File: src/rtl/mimo_qpsk_modulator_if.sv
// Bit-stream, R-load and y_hat/trigger bundle of the 4x4 MIMO QPSK modulator.
// MLMOD_BITPASS_EN adds o_bits, the source byte of each o_y_hat.
interface mimo_qpsk_modulator_if;
    logic         i_bit;
    logic         i_bit_vld;
    logic         o_bit_rdy;
    logic         i_r_load;
    logic [319:0] i_r;
    logic         o_trig;
    logic [159:0] o_y_hat;
`ifdef MLMOD_BITPASS_EN
    logic [7:0]   o_bits;
`endif

    modport master (
        output i_bit, i_bit_vld, i_r_load, i_r,
`ifdef MLMOD_BITPASS_EN
        input  o_bits,
`endif
        input  o_bit_rdy, o_trig, o_y_hat
    );

    modport slave (
        input  i_bit, i_bit_vld, i_r_load, i_r,
`ifdef MLMOD_BITPASS_EN
        output o_bits,
`endif
        output o_bit_rdy, o_trig, o_y_hat
    );
endinterface

File: src/rtl/mimo_qpsk_modulator.sv
// 4x4 QPSK modulator: packs bits into bytes, computes y_hat = R*x and paces
// o_trig pulses at least MIN_GAP cycles apart. MLMOD_BITPASS_EN adds o_bits.
module mimo_qpsk_modulator #(
    parameter int MIN_GAP = 64,
    parameter int SYM_AMP = 181
) (
    input  logic                  i_clk,
    input  logic                  i_reset_n,
    mimo_qpsk_modulator_if.slave  bus
);
    localparam int GW = $clog2(MIN_GAP + 1);
    localparam int ROW [10] = '{0, 0, 0, 0, 1, 1, 1, 2, 2, 3};
    localparam int COL [10] = '{0, 1, 2, 3, 1, 2, 3, 2, 3, 3};

    typedef enum logic [1:0] {S_IDLE, S_CALC, S_WAIT, S_FIRE} state_e;

    state_e         state_q, state_d;
    logic [319:0]   r_q;
    logic [7:0]     col_q;
    logic [2:0]     cnt_q;
    logic           col_full_q;
    logic [7:0]     pend_q;
    logic           pend_vld_q;
    logic [GW-1:0]  gap_q, gap_d;
    logic [159:0]   y_stage_q, y_hat_q, y_calc;
`ifdef MLMOD_BITPASS_EN
    logic [7:0]     bits_q;
`endif

    logic fire, calc;
    logic accept, byte_done, slot_free, pend_load, gap_ok;
    logic [7:0] new_byte;

    assign accept    = bus.i_bit_vld && !col_full_q;
    assign byte_done = accept && (cnt_q == 3'd7);
    assign new_byte  = {bus.i_bit, col_q[6:0]};
    assign slot_free = !pend_vld_q || fire;
    assign pend_load = (col_full_q && fire) || (byte_done && slot_free);
    assign gap_ok    = (gap_q >= GW'(MIN_GAP - 1));

    always_ff @(posedge i_clk or negedge i_reset_n) begin
        if (!i_reset_n) state_q <= S_IDLE;
        else            state_q <= state_d;
    end

    always_comb begin
        state_d = state_q;
        case (state_q)
            S_IDLE:  if (pend_load) state_d = S_CALC;
            S_CALC:  state_d = gap_ok ? S_FIRE : S_WAIT;
            S_WAIT:  if (gap_ok) state_d = S_FIRE;
            S_FIRE:  state_d = pend_load ? S_CALC : S_IDLE;
            default: state_d = S_IDLE;
        endcase
    end

    always_comb begin
        fire = (state_q == S_FIRE);
        calc = (state_q == S_CALC);
    end

    // Gap counter reads 0 during a FIRE cycle, so it equals cycles since the last pulse.
    always_comb begin
        gap_d = gap_q;
        if (state_d == S_FIRE)           gap_d = '0;
        else if (gap_q != GW'(MIN_GAP))  gap_d = gap_q + GW'(1);
    end

    // Per-entry term R_kj * x_j with x components in {+1,-1}: add/sub only.
    logic signed [17:0] t_re [10];
    logic signed [17:0] t_im [10];

    genvar gi;
    generate
        for (gi = 0; gi < 10; gi++) begin : g_term
            logic signed [17:0] rr, ri;
            logic a_neg, b_neg;
            assign rr    = {{2{r_q[32*gi+31]}}, r_q[32*gi+16 +: 16]};
            assign ri    = {{2{r_q[32*gi+15]}}, r_q[32*gi +: 16]};
            assign a_neg = pend_q[2*COL[gi]];
            assign b_neg = pend_q[2*COL[gi]+1];
            assign t_re[gi] = (a_neg ? -rr : rr) + (b_neg ? ri : -ri);
            assign t_im[gi] = (b_neg ? -rr : rr) + (a_neg ? -ri : ri);
        end

        for (gi = 0; gi < 4; gi++) begin : g_row
            logic signed [18:0] acc_re, acc_im;
            logic signed [27:0] p_re, p_im;
            always_comb begin
                acc_re = '0;
                acc_im = '0;
                for (int n = 0; n < 10; n++) begin
                    if (ROW[n] == gi) begin
                        acc_re = acc_re + 19'(t_re[n]);
                        acc_im = acc_im + 19'(t_im[n]);
                    end
                end
            end
            assign p_re = 28'(acc_re) * 28'(SYM_AMP);
            assign p_im = 28'(acc_im) * 28'(SYM_AMP);
            assign y_calc[40*gi +: 40] = {20'(p_re >>> 8), 20'(p_im >>> 8)};
        end
    endgenerate

    always_ff @(posedge i_clk or negedge i_reset_n) begin
        if (!i_reset_n) begin
            r_q        <= '0;
            col_q      <= '0;
            cnt_q      <= '0;
            col_full_q <= 1'b0;
            pend_q     <= '0;
            pend_vld_q <= 1'b0;
            gap_q      <= GW'(MIN_GAP);
            y_stage_q  <= '0;
            y_hat_q    <= '0;
`ifdef MLMOD_BITPASS_EN
            bits_q     <= '0;
`endif
        end else begin
            gap_q <= gap_d;
            if (bus.i_r_load) r_q <= bus.i_r;
            if (accept) begin
                col_q[cnt_q] <= bus.i_bit;
                cnt_q        <= cnt_q + 3'd1;
            end
            if (byte_done && slot_free) pend_q <= new_byte;
            else if (byte_done)         col_full_q <= 1'b1;
            if (col_full_q && fire) begin
                pend_q     <= col_q;
                col_full_q <= 1'b0;
            end
            if (pend_load)  pend_vld_q <= 1'b1;
            else if (fire)  pend_vld_q <= 1'b0;
            if (calc) y_stage_q <= y_calc;
            if (state_d == S_FIRE) begin
                y_hat_q <= calc ? y_calc : y_stage_q;
`ifdef MLMOD_BITPASS_EN
                bits_q  <= pend_q;
`endif
            end
        end
    end

    assign bus.o_bit_rdy = !col_full_q;
    assign bus.o_trig    = fire;
    assign bus.o_y_hat   = y_hat_q;
`ifdef MLMOD_BITPASS_EN
    assign bus.o_bits    = bits_q;
`endif

endmodule

File: src/flat_wrapper.sv
// flat-port wrapper written by rule: the top's interface ports become plain ports
module mimo_qpsk_modulator_flat 
#(
    parameter int MIN_GAP = 64,
    parameter int SYM_AMP = 181
)
  (i_clk, i_reset_n, bus_i_bit, bus_i_bit_vld, bus_i_r_load, bus_i_r, bus_o_bit_rdy, bus_o_trig, bus_o_y_hat);
  mimo_qpsk_modulator_if bus_i ();
  input  logic i_clk;
  input  logic i_reset_n;
  input wire logic [$bits(bus_i.i_bit)-1:0] bus_i_bit;
  input wire logic [$bits(bus_i.i_bit_vld)-1:0] bus_i_bit_vld;
  input wire logic [$bits(bus_i.i_r_load)-1:0] bus_i_r_load;
  input wire logic [$bits(bus_i.i_r)-1:0] bus_i_r;
  output wire logic [$bits(bus_i.o_bit_rdy)-1:0] bus_o_bit_rdy;
  output wire logic [$bits(bus_i.o_trig)-1:0] bus_o_trig;
  output wire logic [$bits(bus_i.o_y_hat)-1:0] bus_o_y_hat;
  assign bus_i.i_bit = bus_i_bit;
  assign bus_i.i_bit_vld = bus_i_bit_vld;
  assign bus_i.i_r_load = bus_i_r_load;
  assign bus_i.i_r = bus_i_r;
  assign bus_o_bit_rdy = bus_i.o_bit_rdy;
  assign bus_o_trig = bus_i.o_trig;
  assign bus_o_y_hat = bus_i.o_y_hat;
  mimo_qpsk_modulator #(.MIN_GAP(MIN_GAP), .SYM_AMP(SYM_AMP)) u_core (.i_clk(i_clk), .i_reset_n(i_reset_n), .bus(bus_i));
endmodule
File: config.mk
export PLATFORM = sky130hd
export DESIGN_NAME = mimo_qpsk_modulator_flat
export DESIGN_NICKNAME = d
export VERILOG_FILES = /design/src/rtl/mimo_qpsk_modulator_if.sv /design/src/rtl/mimo_qpsk_modulator.sv /design/src/flat_wrapper.sv
export SDC_FILE = /design/constraint.sdc
export NUM_CORES = 2
export LEC_CHECK = 0
export CORE_UTILIZATION = 42
export CTS_CLUSTER_DIAMETER = 150
export CTS_CLUSTER_SIZE = 40
export DETAILED_ROUTE_END_ITERATION = 10
export PLACE_DENSITY = 0.68
export SETUP_SLACK_MARGIN = 0.15
export SLEW_MARGIN = 20
export SYNTH_ARGS = -nofsm -noshare
export SYNTH_HDL_FRONTEND = slang
export SYNTH_SLANG_ARGS = --single-unit
File: constraint.sdc
create_clock -name i_clk -period 9.7 [get_ports i_clk]
set_clock_uncertainty 0.15 [all_clocks]
set_input_delay 0.97 -clock i_clk [delete_from_list [all_inputs] [get_ports i_clk]]
set_output_delay 0.97 -clock i_clk [all_outputs]
set_load 0.01 [all_outputs]
After elaboration in Yosys (flattened, before gate mapping)
Index checks and enable logic that the tools add are counted.
{ "word_totals": {"regBits": 670, "input_bits": 325, "wordCells": 155, "out_inout_bits": 162} }
{ "op_classes": {"eq_ne": 7, "order_cmp": 3, "n_reduce_logical": 15, "n_mux": 58, "n_mul": 8, "add_sub_neg": 54} }
{ "ops": {"columns": ["operator", "n"], "rows": [
  ["$mux 18", 40],
  ["$add 18x18->18", 20],
  ["$neg 16->18", 20],
  ["$mul 19x9->28 const B", 6],
  ["$mux 160", 1],
  ["$add 18x18->19", 6],
  ["$add 19x18->19", 6],
  ["$mul 18x9->27 const B", 2],
  ["$mux 8", 2],
  ["$mux 7", 2],
  ["$bwmux 8", 1],
  ["$mux 1", 8],
  ["$pmux 2 s4", 1],
  ["$reduce_bool 2->1", 4],
  ["$add 7x1->7 const B", 1],
  ["$ge 7x6->1 const B", 1],
  ["$ne 7x7->1 const B", 1],
  ["$eq 2x2->1 const B", 3],
  ["$logic_and 1x1->1", 5],
  ["$lt 3x4->1 const B", 1],
  ["$mux 2", 2],
  ["$add 3x1->3 const B", 1],
  ["$demux 1 s3", 1],
  ["$eq 3x3->1 const B", 1],
  ["other kinds (7)", 9]
]} }

Logic depth before layout (Yosys ltp)
{ "logic_depth": {"word_depth": 9, "depth_mapped": 48, "ltp_nobuf": 47} }

Least setup slack after synthesis
OpenSTA, ideal clock, no wires.
{ "synth_timing": {"path_kind": "flip-flop to flip-flop", "start": "register u_core.pend_q[7]", "end": "register u_core.y_hat_q[38] (netlist: u_core.bus.o_y_hat[38])", "setup_time_ns": 0.125, "slack_ns": -0.915, "path_stages_with_launch": 45, "t_required_ns": 9.425, "n_path_buf": 3, "period_less_slack_ns": 10.615, "arrival_time_ns": 10.340, "path_cell_list": "dfrtp_1 > clkbuf_1 > clkbuf_1 > buf_1 > mux2_2 > ha_1 > a21o_1 > a21oi_1 > o21bai_1 > a21oi_1 > o21ai_0 > a21o_1 > a211oi_1 > nor2_1 > fa_1 > inv_1 > fa_1 > inv_1 > [9 not listed] > ha_1 > inv_1 > fa_1 > inv_1 > fa_1 > inv_1 > fa_1 > inv_1 > ha_1 > or3_1 > a211o_1 > nand2_1 > o21ai_0 > a221o_1 > a31o_2 > a211oi_1 > nor3_1 > mux2_2"} }
{ "synth_between": {"elab_chain_cells": 5} }
{ "synth_lines": {"columns": ["item", "line_no", "source"], "rows": [
  ["from (decl)", "mimo_qpsk_modulator.sv:22", "logic [7:0] pend_q;"],
  ["from (signal assigned)", "mimo_qpsk_modulator.sv:126", "if (byte_done && slot_free) pend_q <= new_byte;"],
  ["from (signal assigned)", "mimo_qpsk_modulator.sv:129", "pend_q <= col_q;"],
  ["$mux 18", "mimo_qpsk_modulator.sv:82", "assign t_re[gi] = (a_neg ? -rr : rr) + (b_neg ? ri : -ri);"],
  ["$add 18x18->18", "mimo_qpsk_modulator.sv:82", null],
  ["$add 19x18->19", "mimo_qpsk_modulator.sv:94", "acc_re = acc_re + 19'(t_re[n]);"],
  ["$mul 19x9->28", "mimo_qpsk_modulator.sv:99", "assign p_re = 28'(acc_re) * 28'(SYM_AMP);"],
  ["$mux 160", "mimo_qpsk_modulator.sv:136", "y_hat_q <= calc ? y_calc : y_stage_q;"],
  ["to (signal assigned)", "mimo_qpsk_modulator.sv:136", null],
  ["to (decl)", "mimo_qpsk_modulator.sv:25", "logic [159:0] y_stage_q, y_hat_q, y_calc;"]
]} }
No other way between the ends.
A chain may end at the register's enable or synchronous reset.

Final worst setup path
{ "layout_timing": {"start": "register u_core.r_q[97]", "end": "register u_core.y_hat_q[15] (netlist: u_core.bus.o_y_hat[15])"} }
{ "layout_between": {"elab_chain_cells": 6} }
{ "layout_lines": {"columns": ["item", "line_no", "source"], "rows": [
  ["from (decl)", "mimo_qpsk_modulator.sv:18", "logic [319:0] r_q;"],
  ["from (signal assigned)", "mimo_qpsk_modulator.sv:121", "if (bus.i_r_load) r_q <= bus.i_r;"],
  ["$neg 16->18", "mimo_qpsk_modulator.sv:83", "assign t_im[gi] = (b_neg ? -rr : rr) + (a_neg ? -ri : ri);"],
  ["$mux 18 (*)", "mimo_qpsk_modulator.sv:83", null],
  ["$add 18x18->18 (*)", "mimo_qpsk_modulator.sv:83", null],
  ["$add 19x18->19 (*)", "mimo_qpsk_modulator.sv:95", "acc_im = acc_im + 19'(t_im[n]);"],
  ["$mul 19x9->28 (*)", "mimo_qpsk_modulator.sv:100", "assign p_im = 28'(acc_im) * 28'(SYM_AMP);"],
  ["$mux 160 (*)", "mimo_qpsk_modulator.sv:136", null]
]} }
Mark *: on every way between the ends. The rest lies on a longest branch, timed or not.

==> impl_metrics.ini <==
[global_routing]
grt_first_pass_wirelength_mm = 369
grt_pass1_vias = 66200
grt_max_degree = 166
grt_antenna_before_repair = 16
grt_use_total_pct = 25.1
overflow = 0

[routing]
vias = 64200
route.antenna.remaining_nets = 0
drt-initial-drc-count = 3317
first_pass_iters = 5
wirelength_mm = 241
vias_per_cell = 5.19
avgRoutedWirePerCell_um = 19.4
drt_drc_violations_left = 0

[cts]
cts_tree = done
clk_latency_ps = 740
cts_max_level = 1
cts-root-buf = clkbuf_16
clk_pin_slew_ps = 140
clockBufferDepth = 3
cts.sinks = 670
hold_buffers = 0
cts_buffers = 27

[synth]
synth_top_family_by_area = adder cells
synthAdderAreaFrac_pct = 30.8
yosys.area_share.simple_pct = 12.4
synthArstFlopShare_pct = 100
synth_top_area_share_pct = 21.4
yosys.cell_types.count = 86
ys.flop_type = dfrtp_1
synthCells = 8346
synth-edff-count = 0
seq_area_frac_synth_pct = 21.5
avgSynthCellArea_um2 = 9.36
synth_nets = 10300
yosysWarningCount = 0
synthMuxAreaShare_pct = 7.38
synth_xor_area_share_pct = 12.5
synth-seq-cells = 670
synth_top_area_cell = dfrtp_1
synthesis.area_mm2 = 0.0781
synth-compound-area-share_pct = 10.3
synth.area.top_cells = dfrtp_1 21%, ha_1 18%, fa_1 13%

[floorplanning]
rows = 157
die_w_um = 433
coreArea_mm2 = 0.184
dieHeight_um = 433
initial_core_util_pct = 42.5
ioPinCount = 487
die_area_mm2 = 0.188

[critical_path]
cpMaxStageDelayCell = fa_1
path_class = flop to flop
critPathMaxStageDelay_ps = 600
cpMostUsedCell = inv_2
crit_path_start_kind = flop
crit_fanout = 4
setup.worst_path.end_class = flop
required_ps = 10190
crit_arrival_ps = 10630

[layout]
layout.nets = 11800
area_growth_pct = 28.3
drive_gt1_share_pct = 25.4
finalCoreUtilization_pct = 54.5

[sta]
holdWs_ps = 86.1
slew_headroom_pct = 24.0
setup_violations = 32
hold_viol = 0
drv_slew = 0
setup_slack_ps = -437
worst_slew_pin_slew_ps = 1130
fmax_ghz = 0.0986
fin_crit_ps = 10140
rsz0062_at_grt = yes
fin_crit_sh_pct = 105

[flow_run]
cap_violations = 0

[run_status]
violations = setup timing
status = finished, violations left

[placement]
dp_hpwl_mm = 199
portBuffers = 486
gp_congestion = 0.957

[min_path]
worstHoldPathType = primary input to async pin
layer usage:
metal,part of all wire (%),vias to the layer above,GRT usage [%]
met4,4.5,0,10.0
li1,-,31100,-
met3,2.9,279,1.47
met5,0,-,0
met1,42,31600,31.0
met2,51,1186,45.4
registers in the layout, indices dropped and copies added, names as in the netlist:
signal              flops
u_core.r_q            320
u_core.bus.o_y_hat    160
u_core.col_q            8
u_core.y_stage_q      160
u_core.cnt_q            3
u_core.gap_q            7
u_core.pend_q           8
u_core.pend_vld_q       1
u_core.col_full_q       1
u_core.state_q          2
placed cells by master (no fill, tap or decap), drive strengths merged, types with 35 or more instances in the layout:
cell / n
a211oi: 35
a21o: 130
a21oi: 390
buf: 1234
clkbuf: 35
clkdlybuf4s50: 484
dfrtp: 669
fa: 516
ha: 1096
inv: 869
mux2: 497
nand2: 951
nand2b: 150
nand3: 66
nor2: 381
nor2b: 57
nor3: 111
o21a: 57
o21ai: 341
o21bai: 107
or3: 196
xnor2: 864
xor2: 228
cells by family after synthesis:
logic type      Yosys count
flops                   670
fa+ha+maj              1612
compound gates         1292
mux                     513
buf+inv                1071
simple gates           2088
xor+xnor               1100
synth_stat cells, types with 25 or more instances:
master,count
ha_1,1096
nand2_1,951
xnor2_1,864
inv_1,858
dfrtp_1,669
fa_1,516
mux2_2,496
a21oi_1,389
nor2_1,381
o21ai_0,339
xor2_1,228
or3_1,196
clkbuf_1,170
nand2b_1,150
a21o_1,130
nor3_1,110
o21bai_1,107
nand3_1,66
nor2b_1,57
o21a_1,57
a211oi_1,35
buf_1,34
and3_1,33
a31oi_1,30
o31ai_1,29
nand3b_1,25
o211ai_1,25
through the flow:
step                      instances  TNS (ps)  cell area, um^2  setup slack, ps
after floorplan                8346      -134            78600            -68.7
after global placement        12200    -11140            94400             -586
after detailed placement      12200    -21090            94400             -611
after CTS                     12300     -7590            97200             -426
after global routing          12400    -22840           100000             -768
final                         12400     -6580           100000             -437
critical path, delay by kind of cell, from the launching register on:
family                   cells  cell delay, ps
adder cells (fa/ha/maj)      9            3680
AND/OR/NAND/NOR             12            2960
AO/OA/AOI/OAI               12            1820
buffers and inverters        9             670
flip-flops                   1             410
XOR/XNOR                     3             360
layout make-up:
cell class / instances / area, um^2
diodes: 9 / 22.5
clock buffers: 33 / 708
clock inverters: 16 / 340
fillers: 16300 / 83700
inverters: 860 / 3230
multi-input cells: 6605 / 61500
flip-flops and latches: 670 / 16800
well taps: 2464 / 3080
repair buffers: 1720 / 14600
final timing paths:
path | start | end | slack [ps] | depth (start not counted)
worst max-delay path | u_core.r_q[97]$_DFFE_PN0P_ | u_core.bus.o_y_hat[15]$_DFFE_PN0N_ | -440 | 45
worst min-delay path | i_reset_n | u_core.r_q[131]$_DFFE_PN0P_ | 90 | 1
worst max register to register | u_core.r_q[97]$_DFFE_PN0P_ | u_core.bus.o_y_hat[15]$_DFFE_PN0N_ | -440 | 45
worst min register to register | u_core.bus.o_y_hat[81]$_DFFE_PN0N_ | u_core.bus.o_y_hat[81]$_DFFE_PN0N_ | 340 | 2
max in group asynchronous | i_reset_n | u_core.y_stage_q[4]$_DFF_PN0_ | 7310 | 3
min in group i_clk | u_core.bus.o_y_hat[81]$_DFFE_PN0N_ | u_core.bus.o_y_hat[81]$_DFFE_PN0N_ | 340 | 2
what timing repair did:
item / in CTS / in global routing
setup buffers: 45 / 52
hold endpoints to repair: 0 / 0
cloned: 0 / 2
pin swaps: 135 / 262
resized for setup: 311 / 554
setup endpoints to repair: 109 / 147
Power is left out: the tool's default activity adds up to more than one toggle a clock period on the data nets, which glitch-free logic cannot reach.
